$ cat src/rtl/cpu16_pkg.sv
// Shared CPU16 datapath constants, status-flag bit positions and the writeback entry type.
package cpu16_pkg;

  localparam int WIDTH  = 16;
  localparam int ADDR_W = 3;

  localparam int FLAG_N = 3;
  localparam int FLAG_Z = 2;
  localparam int FLAG_C = 1;
  localparam int FLAG_V = 0;

  typedef struct packed {
    logic [WIDTH-1:0]  data;
    logic [ADDR_W-1:0] addr;
    logic              wren;
  } wb_entry_t;

endpackage

$ cat src/rtl/alu_result_stage_if.sv
// ALU-side and register-file-side handshake bundle of the ALU result stage.
// master = ALU / register file environment, slave = the result stage itself.
interface alu_result_stage_if;
  import cpu16_pkg::*;

  logic              InValid;
  logic              InReady;
  logic [WIDTH-1:0]  Result;
  logic              Zero;
  logic              Overflow;
  logic              CarryOut;
  logic [ADDR_W-1:0] RdAddr;
  logic              RegWrEn;
  logic              FlagWrEn;
  logic              OutValid;
  logic              OutReady;
  logic [WIDTH-1:0]  WbData;
  logic [ADDR_W-1:0] WbAddr;
  logic              WbEn;
  logic [3:0]        Flags;
  logic              FwdValid;
  logic [ADDR_W-1:0] FwdAddr;
  logic [WIDTH-1:0]  FwdData;

  modport master (
    output InValid, Result, Zero, Overflow, CarryOut, RdAddr, RegWrEn, FlagWrEn, OutReady,
    input  InReady, OutValid, WbData, WbAddr, WbEn, Flags, FwdValid, FwdAddr, FwdData
  );

  modport slave (
    input  InValid, Result, Zero, Overflow, CarryOut, RdAddr, RegWrEn, FlagWrEn, OutReady,
    output InReady, OutValid, WbData, WbAddr, WbEn, Flags, FwdValid, FwdAddr, FwdData
  );

endinterface

$ cat src/rtl/stage_fifo.sv
// Generic DEPTH-entry synchronous FIFO of writeback entries; head is read combinationally
// from storage, so there is no empty bypass and an accepted entry appears one cycle later.
module stage_fifo
  import cpu16_pkg::*;
#(
  parameter int DEPTH = 2
) (
  input  logic      clk,
  input  logic      reset,
  input  logic      push_i,
  input  logic      pop_i,
  input  wb_entry_t din_i,
  output wb_entry_t dout_o,
  output logic      full_o,
  output logic      empty_o
);

  localparam int PTR_W = (DEPTH > 1) ? $clog2(DEPTH) : 1;
  localparam int CNT_W = $clog2(DEPTH + 1);

  wb_entry_t        mem_q [DEPTH];
  logic [PTR_W-1:0] wr_ptr_q, wr_ptr_d;
  logic [PTR_W-1:0] rd_ptr_q, rd_ptr_d;
  logic [CNT_W-1:0] count_q, count_d;
  logic             push_ok, pop_ok;

  assign full_o  = (count_q == CNT_W'(DEPTH));
  assign empty_o = (count_q == '0);
  assign push_ok = push_i & ~full_o;
  assign pop_ok  = pop_i & ~empty_o;
  assign dout_o  = mem_q[rd_ptr_q];

  // DEPTH is a power of two, so pointer overflow is the modulo-DEPTH wrap.
  always_comb begin
    wr_ptr_d = wr_ptr_q;
    rd_ptr_d = rd_ptr_q;
    count_d  = count_q;
    if (push_ok) wr_ptr_d = wr_ptr_q + PTR_W'(1);
    if (pop_ok)  rd_ptr_d = rd_ptr_q + PTR_W'(1);
    case ({push_ok, pop_ok})
      2'b10:   count_d = count_q + CNT_W'(1);
      2'b01:   count_d = count_q - CNT_W'(1);
      default: count_d = count_q;
    endcase
  end

  always_ff @(posedge clk) begin
    if (reset) begin
      wr_ptr_q <= '0;
      rd_ptr_q <= '0;
      count_q  <= '0;
      for (int i = 0; i < DEPTH; i++) mem_q[i] <= '0;
    end else begin
      wr_ptr_q <= wr_ptr_d;
      rd_ptr_q <= rd_ptr_d;
      count_q  <= count_d;
      if (push_ok) mem_q[wr_ptr_q] <= din_i;
    end
  end

endmodule

$ cat src/rtl/alu_result_stage.sv
// Execute->writeback stage: buffers ALU results for the register file and keeps the {N,Z,C,V}
// status register. Define ALU_RESULT_FWD_EN to drive the head entry onto the forwarding port.
module alu_result_stage
  import cpu16_pkg::*;
#(
  parameter int DEPTH = 2
) (
  input logic               clk,
  input logic               reset,
  alu_result_stage_if.slave bus
);

  wb_entry_t  in_entry;
  wb_entry_t  head_entry;
  logic       fifo_full, fifo_empty;
  logic       push, pop;
  logic [3:0] flags_q, flags_d;

  assign in_entry.data = bus.Result;
  assign in_entry.addr = bus.RdAddr;
  assign in_entry.wren = bus.RegWrEn;

  // InReady comes only from the registered count, never from OutReady.
  assign bus.InReady  = ~fifo_full;
  assign bus.OutValid = ~fifo_empty;
  assign push         = bus.InValid & ~fifo_full;
  assign pop          = bus.OutReady & ~fifo_empty;

  stage_fifo #(
    .DEPTH (DEPTH)
  ) u_fifo (
    .clk     (clk),
    .reset   (reset),
    .push_i  (push),
    .pop_i   (pop),
    .din_i   (in_entry),
    .dout_o  (head_entry),
    .full_o  (fifo_full),
    .empty_o (fifo_empty)
  );

  assign bus.WbData = head_entry.data;
  assign bus.WbAddr = head_entry.addr;
  assign bus.WbEn   = head_entry.wren;

  always_comb begin
    flags_d = flags_q;
    if (push && bus.FlagWrEn) begin
      flags_d[FLAG_N] = bus.Result[WIDTH-1];
      flags_d[FLAG_Z] = bus.Zero;
      flags_d[FLAG_C] = bus.CarryOut;
      flags_d[FLAG_V] = bus.Overflow;
    end
  end

  always_ff @(posedge clk) begin
    if (reset) flags_q <= '0;
    else       flags_q <= flags_d;
  end

  assign bus.Flags = flags_q;

`ifdef ALU_RESULT_FWD_EN
  assign bus.FwdValid = ~fifo_empty & head_entry.wren;
  assign bus.FwdAddr  = head_entry.addr;
  assign bus.FwdData  = head_entry.data;
`else
  assign bus.FwdValid = 1'b0;
  assign bus.FwdAddr  = '0;
  assign bus.FwdData  = '0;
`endif

endmodule

$ cat src/flat_wrapper.sv
// flat-port wrapper written by rule: the top's interface ports become plain ports
module alu_result_stage_flat import cpu16_pkg::*;
#(
  parameter int DEPTH = 2
)
  (clk, reset, bus_InValid, bus_Result, bus_Zero, bus_Overflow, bus_CarryOut, bus_RdAddr, bus_RegWrEn, bus_FlagWrEn, bus_OutReady, bus_InReady, bus_OutValid, bus_WbData, bus_WbAddr, bus_WbEn, bus_Flags, bus_FwdValid, bus_FwdAddr, bus_FwdData);
  alu_result_stage_if bus_i ();
  input logic clk;
  input logic reset;
  input wire logic [$bits(bus_i.InValid)-1:0] bus_InValid;
  input wire logic [$bits(bus_i.Result)-1:0] bus_Result;
  input wire logic [$bits(bus_i.Zero)-1:0] bus_Zero;
  input wire logic [$bits(bus_i.Overflow)-1:0] bus_Overflow;
  input wire logic [$bits(bus_i.CarryOut)-1:0] bus_CarryOut;
  input wire logic [$bits(bus_i.RdAddr)-1:0] bus_RdAddr;
  input wire logic [$bits(bus_i.RegWrEn)-1:0] bus_RegWrEn;
  input wire logic [$bits(bus_i.FlagWrEn)-1:0] bus_FlagWrEn;
  input wire logic [$bits(bus_i.OutReady)-1:0] bus_OutReady;
  output wire logic [$bits(bus_i.InReady)-1:0] bus_InReady;
  output wire logic [$bits(bus_i.OutValid)-1:0] bus_OutValid;
  output wire logic [$bits(bus_i.WbData)-1:0] bus_WbData;
  output wire logic [$bits(bus_i.WbAddr)-1:0] bus_WbAddr;
  output wire logic [$bits(bus_i.WbEn)-1:0] bus_WbEn;
  output wire logic [$bits(bus_i.Flags)-1:0] bus_Flags;
  output wire logic [$bits(bus_i.FwdValid)-1:0] bus_FwdValid;
  output wire logic [$bits(bus_i.FwdAddr)-1:0] bus_FwdAddr;
  output wire logic [$bits(bus_i.FwdData)-1:0] bus_FwdData;
  assign bus_i.InValid = bus_InValid;
  assign bus_i.Result = bus_Result;
  assign bus_i.Zero = bus_Zero;
  assign bus_i.Overflow = bus_Overflow;
  assign bus_i.CarryOut = bus_CarryOut;
  assign bus_i.RdAddr = bus_RdAddr;
  assign bus_i.RegWrEn = bus_RegWrEn;
  assign bus_i.FlagWrEn = bus_FlagWrEn;
  assign bus_i.OutReady = bus_OutReady;
  assign bus_InReady = bus_i.InReady;
  assign bus_OutValid = bus_i.OutValid;
  assign bus_WbData = bus_i.WbData;
  assign bus_WbAddr = bus_i.WbAddr;
  assign bus_WbEn = bus_i.WbEn;
  assign bus_Flags = bus_i.Flags;
  assign bus_FwdValid = bus_i.FwdValid;
  assign bus_FwdAddr = bus_i.FwdAddr;
  assign bus_FwdData = bus_i.FwdData;
  alu_result_stage #(.DEPTH(DEPTH)) u_core (.clk(clk), .reset(reset), .bus(bus_i));
endmodule
$ cat config.mk
export PLATFORM = sky130hd
export DESIGN_NAME = alu_result_stage_flat
export DESIGN_NICKNAME = d
export VERILOG_FILES = /design/src/rtl/cpu16_pkg.sv /design/src/rtl/alu_result_stage_if.sv /design/src/rtl/stage_fifo.sv /design/src/rtl/alu_result_stage.sv /design/src/flat_wrapper.sv
export SDC_FILE = /design/constraint.sdc
export NUM_CORES = 1
export LEC_CHECK = 0
export ABC_AREA = 1
export BUFFER_PORTS_ARGS = -buffer_cell sky130_fd_sc_hd__buf_4
export CAP_MARGIN = 20
export CORE_MARGIN = 2
export CORE_UTILIZATION = 48
export CTS_BUF_LIST = sky130_fd_sc_hd__clkbuf_2 sky130_fd_sc_hd__clkbuf_4 sky130_fd_sc_hd__clkbuf_8
export DETAILED_ROUTE_END_ITERATION = 16
export PLACE_DENSITY = 0.79
export SYNTH_ARGS = -nofsm -noshare
export SYNTH_HDL_FRONTEND = slang
export SYNTH_SLANG_ARGS = --single-unit
$ cat constraint.sdc
create_clock -name clk -period 1.5 [get_ports clk]
set_input_delay 0.15 -clock clk [delete_from_list [all_inputs] [get_ports clk]]
set_output_delay 0.15 -clock clk [all_outputs]
set_load 0.01 [all_outputs]
# After elaboration in Yosys (flattened, before gate mapping)
# Memory sizes are Yosys's and may differ from the RTL's. A register that Yosys moved wholly into a read port is not among the register bits.
# Index checks and enable logic that the tools add are counted.
# totals
ff_bits	8
ramBits	40
in_bits	28
wordCells	33
memories	1
# op_classes
n_addsub	4
eq_ne	3
muxes	11
bitwise_logic	6
reduce_logical	4
# mem_list
memory	words	width	read_ports	rd_clocked_by_memory_dff	wr	line_no	source
u_core.u_fifo.mem_q	2	20	1	1	2	stage_fifo.sv:21	wb_entry_t mem_q [DEPTH];
# ops
cell	count
$mux 20	1
$reduce_or 20->1	1
$mux 1	9
$and 1x1->1	4
$eq 2x2->1 const B	2
$pmux 2 s2	1
$add 1x1->1 const B	2
$add 2x1->2 const B	1
$eq 2x1->1 const B	1
$logic_not 2->1	1
$not 1->1	2
$reduce_bool 2->1	1
$sub 2x1->2 const B	1
$logic_and 1x1->1	1

# Logic depth before layout (Yosys ltp)
# Gate-level depths: netlist (run 1).
# depth
depth_word	9
depth_mapped	10
mapped_depth_nobuf	10

# By module
# Synthesis (run 1) repeated with hierarchy kept, for this count alone.
# hier_totals
hier_cells	219
area_unflattened_um2	2351.0
# modules_own_cells
mod	n_inst	cells_per_inst	area_each_um2	seq_area_each_um2
stage_fifo	1	166	1996.9	1301.2
alu_result_stage	1	53	354.1	80.1

# Least setup slack after synthesis (run 1)
# Ideal clock, no wire load.
# synth_path
path_type	register to register
startpoint	reg u_core.u_fifo.count_q[0]
endpoint	mem u_core.u_fifo.mem_q[0][0] in the netlist's numbering (enable)
setup_time_ps	377
arrival_ps	1326
t_required_ps	1123
slack_ps	-203
path_stages_with_launch	8
path_buffers	1
period_less_slack_ps	1703
path_cell_list	dfxtp_1 inv_2 nand2_4 nand2_4 nor2_4 nand2_2 buf_6 nand2_1
# synth_rtl
item	line_no	source
from (decl)	stage_fifo.sv:24	logic [CNT_W-1:0] count_q, count_d;
from (signal assigned)	stage_fifo.sv:56	count_q <= count_d;
to (decl)	stage_fifo.sv:21	

==> results of run 1 <==
[power breakdown]
part / total [mW] / switching, mW / internal [mW]
clock: 0.755 / 0.392 / 0.364
combinational: 1.00 / 0.498 / 0.506
sequential: 1.72 / 0.0724 / 1.64
total: 3.48 / 0.962 / 2.51
[final cells by class]
class                   count  area (µm²)  share of cell area (%)
flip-flops and latches     49        1390                    47.1
multi-input cells         124         721                    24.5
repair buffers             62         520                    17.7
inverters                  38         143                    4.84
clock buffers               7        83.8                    2.85
well taps                  67        83.8                    2.85
clock inverters             1        5.00                   0.170
[cell families after synthesis]
kind of cell	count (synthesis)
AOI/OAI and AO/OA	3
buffers and inverters	65
other	1
and+or+nand+nor	80
DFF	49
muxes	20
adders and majority gates	1
[registers in the layout, summed over array words and instances (netlist names), named ones only]
signal	count
u_core.u_fifo.count_q	2
u_core.bus.Flags	4
u_core.u_fifo.wr_ptr_q	1
u_core.u_fifo.mem_q	40
u_core.u_fifo.rd_ptr_q	1
[cell usage after synthesis]
cell type	instances	area, µm²
nand4_1	6	37.5
nor2_4	1	11.3
inv_1	37	139
nor2_2	18	113
nand2_1	17	63.8
nand2_4	2	22.5
inv_2	1	3.75
dfxtp_1	9	180
ha_1	1	12.5
o21ai_0	2	10.0
edfxtp_1	40	1200
buf_6	2	22.5
a21oi_1	1	5.00
buf_2	5	25.0
nand3_1	2	10.0
buf_4	20	150
nand2_2	1	6.26
mux2_2	20	225
conb_1	1	3.75
nor2_1	33	124
[worst max-delay path, cell delays in order (launching register included)]
cell and delay (ps):
dfxtp_4 380, clkbuf_16 160, mux2_2 330, buf_4 140
[through the flow]
step / cells / util [%] / area (µm²) / hold slack, ps
after floorplan: 238 / - / 2440 / 346
after global placement: 338 / 59.6 / 2820 / 464
after detailed placement: 338 / 59.6 / 2820 / 475
after CTS: 346 / 61.5 / 2910 / 166
after global routing: 348 / 62.3 / 2940 / 168
final: 348 / 62.3 / 2940 / 171
[worst min path at each step]
stage,start,endpoint,slack (ps),cells past startpoint
after floorplan,bus_InValid,u_core.u_fifo.wr_ptr_q$_SDFFE_PP0P_,350,3
after global placement,bus_RegWrEn,u_core.u_fifo.mem_q[0][0]$_SDFFCE_PN0P_,460,3
final,bus_Result[1],u_core.u_fifo.mem_q[0][5]$_SDFFCE_PN0P_,170,3
after global routing,bus_Result[12],u_core.u_fifo.mem_q[0][16]$_SDFFCE_PN0P_,170,3
after detailed placement,bus_Result[4],u_core.u_fifo.mem_q[0][8]$_SDFFCE_PN0P_,470,3
after CTS,bus_Result[4],u_core.u_fifo.mem_q[0][8]$_SDFFCE_PN0P_,170,3
[repair_timing]
action	CTS	global route
buffers inserted	0	1
resized for setup	0	4
endpoints found under the setup margin	0	21
endpoints found under the hold margin	0	0
[routing by layer]
metal | GRT usage [%] | vias up
li1 | - | 773
met1 | 17.5 | 715
met2 | 26.9 | 62
met3 | 4.88 | 4
met4 | 6.15 | 0
met5 | 0 | -
==> results.sh, run 1 <==
export IMPL_ys_types=20
export IMPL_cap_violations=0
export IMPL_grt_usage_pct=15.4
export IMPL_drive_gt1_share_pct=42.0
export IMPL_fmaxAchievable_mhz=686
export IMPL_crit_fanout=10
export IMPL_required_ps=1350
export IMPL_fin_crit_sh_pct=97.2
export IMPL_routed_via_density=4.47
export IMPL_p_per_area_nw_per_um2=1180
export IMPL_fp_row_count=25
export IMPL_grt_pass1_vias=1443
export IMPL_synth_top_family_by_area="simple AND/OR/NAND/NOR gates"
export IMPL_highest_layer="met4"
export IMPL_finalMaxSlewViolations=0
export IMPL_crit_end="bus_WbData[10]"
export IMPL_area_growth_pct=24.4
export IMPL_fin_ws_ps=42.4
export IMPL_wl_per_cell_um=11.8
export IMPL_cts_tree="done"
export IMPL_ys_ff_latch=49
export IMPL_synth_fa_ha_area_share_pct=0.529
export IMPL_min_path_type="input pin to register"
export IMPL_r2r_setup_slack_ps=90
export IMPL_critPathArrivalTime_ps=1310
export IMPL_first_pass_iters=4
export IMPL_avgSynthCellArea_um2=10.8
export IMPL_drc=0
export IMPL_start_kind="register"
export IMPL_r2r_end="u_core.u_fifo.count_q[1]$_SDFFE_PP0P_"
export IMPL_synth_area_mux_share_pct=9.52
export IMPL_yosys_warnings=0
export IMPL_clock_latency_ps=290
export IMPL_finalPower_mw=3.48
export IMPL_synth_compound_area_share_pct=0.635
export IMPL_postRouteAntennaNets=0
export IMPL_drt_iter0_drc=71
export IMPL_start_util_pct=50.1
export IMPL_die_w_um=74.2
export IMPL_portBuffers=53
export IMPL_cts_root_buf="clkbuf_8"
export IMPL_antenna_found_initial=0
export IMPL_mostFrequentLayoutCell="buf_4"
export IMPL_met1Wirelength_mm=1.65
export IMPL_skew_ps=8.85
export IMPL_wl_met2_mm=2.10
export IMPL_routed_wl_mm=4.12
export IMPL_fin_nets=309
export IMPL_globalplace_congestion=0.837
export IMPL_vias=1554
export IMPL_io_pins=74
export IMPL_reg2regPathDepth=10
export IMPL_tns_ps=0
export IMPL_htree_levels=2
export IMPL_syn_inst=219
export IMPL_final_cell_mix="58 x buf_4, 40 x edfxtp_1, 37 x inv_1, 33 x nor2_1"
export IMPL_outcome="complete, no violations"
export IMPL_coreArea_um2=4720
export IMPL_ctsHoldBuffers=0
export IMPL_cts_inserted_buffers=5
export IMPL_syn_area_um2=2370
export IMPL_yosys_area_share_simple_pct=16.4
export IMPL_grt_max_degree=21
export IMPL_pre_cts_slack_ps=131
export IMPL_p_leak_nw=1.39
export IMPL_setup_violations=0
export IMPL_grt_pass1_wl_mm=6.29
export IMPL_final_hold_viol_count=0
export IMPL_route_met3_wl_um=315
export IMPL_worstReg2RegStart="u_core.u_fifo.count_q[0]$_SDFFE_PP0P_"
export IMPL_dieArea_um2=5510
export IMPL_cts_num_sinks=49
export IMPL_overflow=0
export IMPL_fin_crit_ps=1460
export IMPL_crit_path_end_kind="primary output"
export IMPL_antennaDiodeCount=0
export IMPL_clk_pin_slew_ps=80
export IMPL_nFillCells=397
export IMPL_detailed_place_hpwl_mm=2.86
export IMPL_critPathKind="register to primary output"
export IMPL_synth_xor_area_share_pct=0
export IMPL_clock_path_buffers=2
export IMPL_die_y_um=74.2
export IMPL_peakVddDrop_uv=588
export IMPL_synth_seq_area_share_pct=58.4
Note: power is estimated with default switching activity, not from simulation.
==> inputs of run 2 (changes only) <==
--- a/config.mk
+++ b/config.mk
@@ -10,8 +10,8 @@
 export CAP_MARGIN = 20
 export CORE_MARGIN = 2
-export CORE_UTILIZATION = 48
+export CORE_UTILIZATION = 53
 export CTS_BUF_LIST = sky130_fd_sc_hd__clkbuf_2 sky130_fd_sc_hd__clkbuf_4 sky130_fd_sc_hd__clkbuf_8
 export DETAILED_ROUTE_END_ITERATION = 16
-export PLACE_DENSITY = 0.79
+export PLACE_DENSITY = 0.82
 export SYNTH_ARGS = -nofsm -noshare
 export SYNTH_HDL_FRONTEND = slang
==> constraint.sdc (replaced) <==
create_clock -name clk -period 1.6 [get_ports clk]
set_input_delay 0.16 -clock clk [delete_from_list [all_inputs] [get_ports clk]]
set_output_delay 0.16 -clock clk [all_outputs]
set_load 0.05 [all_outputs]
==> results.sh, run 2 (synthesized netlist as in run 1, its figures left out) <==
export IMPL_peakVddDrop_uv=673
export IMPL_clock_latency_ps=290
export IMPL_die_w_um=70.8
export IMPL_min_path_type="input pin to register"
export IMPL_fmaxAchievable_mhz=649
export IMPL_start_kind="register"
export IMPL_largest_reg_flops=40
export IMPL_grt_pass1_vias=1510
export IMPL_first_pass_iters=4
export IMPL_globalplace_congestion=0.743
export IMPL_cap_violations=0
export IMPL_tns_ps=0
export IMPL_io_pins=74
export IMPL_drc=0
export IMPL_drt_iter0_drc=89
export IMPL_finalMaxSlewViolations=0
export IMPL_outcome="complete, no violations"
export IMPL_portBuffers=53
export IMPL_fin_crit_sh_pct=96.3
export IMPL_routed_via_density=4.62
export IMPL_p_per_area_nw_per_um2=1300
export IMPL_cts_root_buf="clkbuf_8"
export IMPL_overflow=0
export IMPL_final_hold_viol_count=0
export IMPL_antennaDiodeCount=0
export IMPL_postRouteAntennaNets=0
export IMPL_dieArea_um2=5010
export IMPL_worstReg2RegStart="u_core.u_fifo.count_q[0]$_SDFFE_PP0P_"
export IMPL_routed_wl_mm=4.12
export IMPL_r2r_setup_slack_ps=210
export IMPL_cts_resized=0
export IMPL_ctsHoldBuffers=0
export IMPL_grt_usage_pct=17.6
export IMPL_fin_ws_ps=59.4
export IMPL_clk_pin_slew_ps=80
export IMPL_cts_num_sinks=49
export IMPL_fp_row_count=24
export IMPL_drive_gt1_share_pct=40.3
export IMPL_grt_pass1_wl_mm=6.76
export IMPL_setup_violations=0
export IMPL_cts_inserted_buffers=5
export IMPL_htree_levels=2
export IMPL_mostFrequentLayoutCell="buf_4"
export IMPL_r2r_end="u_core.u_fifo.mem_q[0][12]$_SDFFCE_PN0P_"
export IMPL_fin_nets=306
export IMPL_top_register="u_core.u_fifo.mem_q"
export IMPL_post_cts_buffers=0
export IMPL_finalPower_mw=3.74
export IMPL_wl_per_cell_um=12.5
export IMPL_detailed_place_hpwl_mm=3.02
export IMPL_grt_setup_unrepaired="false"
export IMPL_crit_path_end_kind="primary output"
export IMPL_start_util_pct=54.7
export IMPL_skew_ps=4.74
export IMPL_min_path_cells=3
export IMPL_crit_fanout=20
export IMPL_critPathArrivalTime_ps=1380
export IMPL_required_ps=1440
export IMPL_clock_path_buffers=2
export IMPL_coreArea_um2=4320
export IMPL_final_cell_mix="56 x buf_4, 40 x edfxtp_1, 37 x inv_1, 33 x nor2_1"
export IMPL_critPathKind="register to primary output"
export IMPL_hold_start="bus_Result[3]"
export IMPL_die_y_um=70.8
export IMPL_cts_tree="done"
export IMPL_p_leak_nw=1.38
export IMPL_grt_max_degree=22
export IMPL_nFillCells=375
export IMPL_fin_util_pct=66.8
export IMPL_min_to="u_core.u_fifo.mem_q[0][7]$_SDFFCE_PN0P_"
export IMPL_reg2regPathDepth=7
export IMPL_antenna_found_initial=0
export IMPL_area_growth_pct=22.1
export IMPL_fin_crit_ps=1540
export IMPL_pre_cts_slack_ps=216
export IMPL_vias=1523
[run 2: worst max-delay path by stage]
stage | slack, ps | endpoint | cells after the start
6_report | 60 | bus_WbData[11] | 3
3_3_place_gp | 260 | u_core.u_fifo.count_q[1]$_SDFFE_PP0P_ | 10
4_1_cts | 40 | bus_WbData[11] | 3
2_1_floorplan | 1 | u_core.u_fifo.count_q[1]$_SDFFE_PP0P_ | 10
5_1_grt | 9 | bus_WbData[11] | 3
3_5_place_dp | 220 | u_core.u_fifo.mem_q[0][15]$_SDFFCE_PN0P_ | 7
[run 2: report_power, final]
group / total [mW] / leakage (nW) / switching, mW / internal (mW)
sequential: 1.59 / 0.493 / 0.0611 / 1.53
combinational: 1.38 / 0.831 / 0.936 / 0.448
clock: 0.766 / 0.0523 / 0.379 / 0.387
total: 3.74 / 1.38 / 1.38 / 2.37
[run 2: routing by layer]
| metal | track usage, % | vias to the layer above | wire length [µm] |
|---|---|---|---|
| met2 | 32.2 | 44 | 2190 |
| met3 | 4.99 | 5 | 234 |
| met5 | 0 | - | 0 |
| li1 | - | 771 | - |
| met1 | 19.3 | 703 | 1630 |
| met4 | 6.29 | 0 | 68 |
[run 2: cell type report]
type                       count  area [µm²]  area share [%]
sequential                    49        1380            47.8
timing repair buffer          59         480            16.6
tap                           52        65.1            2.25
clock buffer                   8        97.6            3.38
inverter                      38         143            4.94
multi-input combinational    124         721            25.0
[run 2: metrics by stage]
stage | area [µm²] | std cells | hold WS, ps
after global placement | 2790 | 322 | 476
after detailed placement | 2790 | 322 | 479
after floorplan | 2440 | 238 | 356
final | 2890 | 330 | 179
after CTS | 2890 | 330 | 171
after global routing | 2890 | 330 | 179
[run 2: critical path: stages (launching register included)]
cell and delay, ps:
dfxtp_1 360, buf_12 170, mux2_2 360, buf_4 190
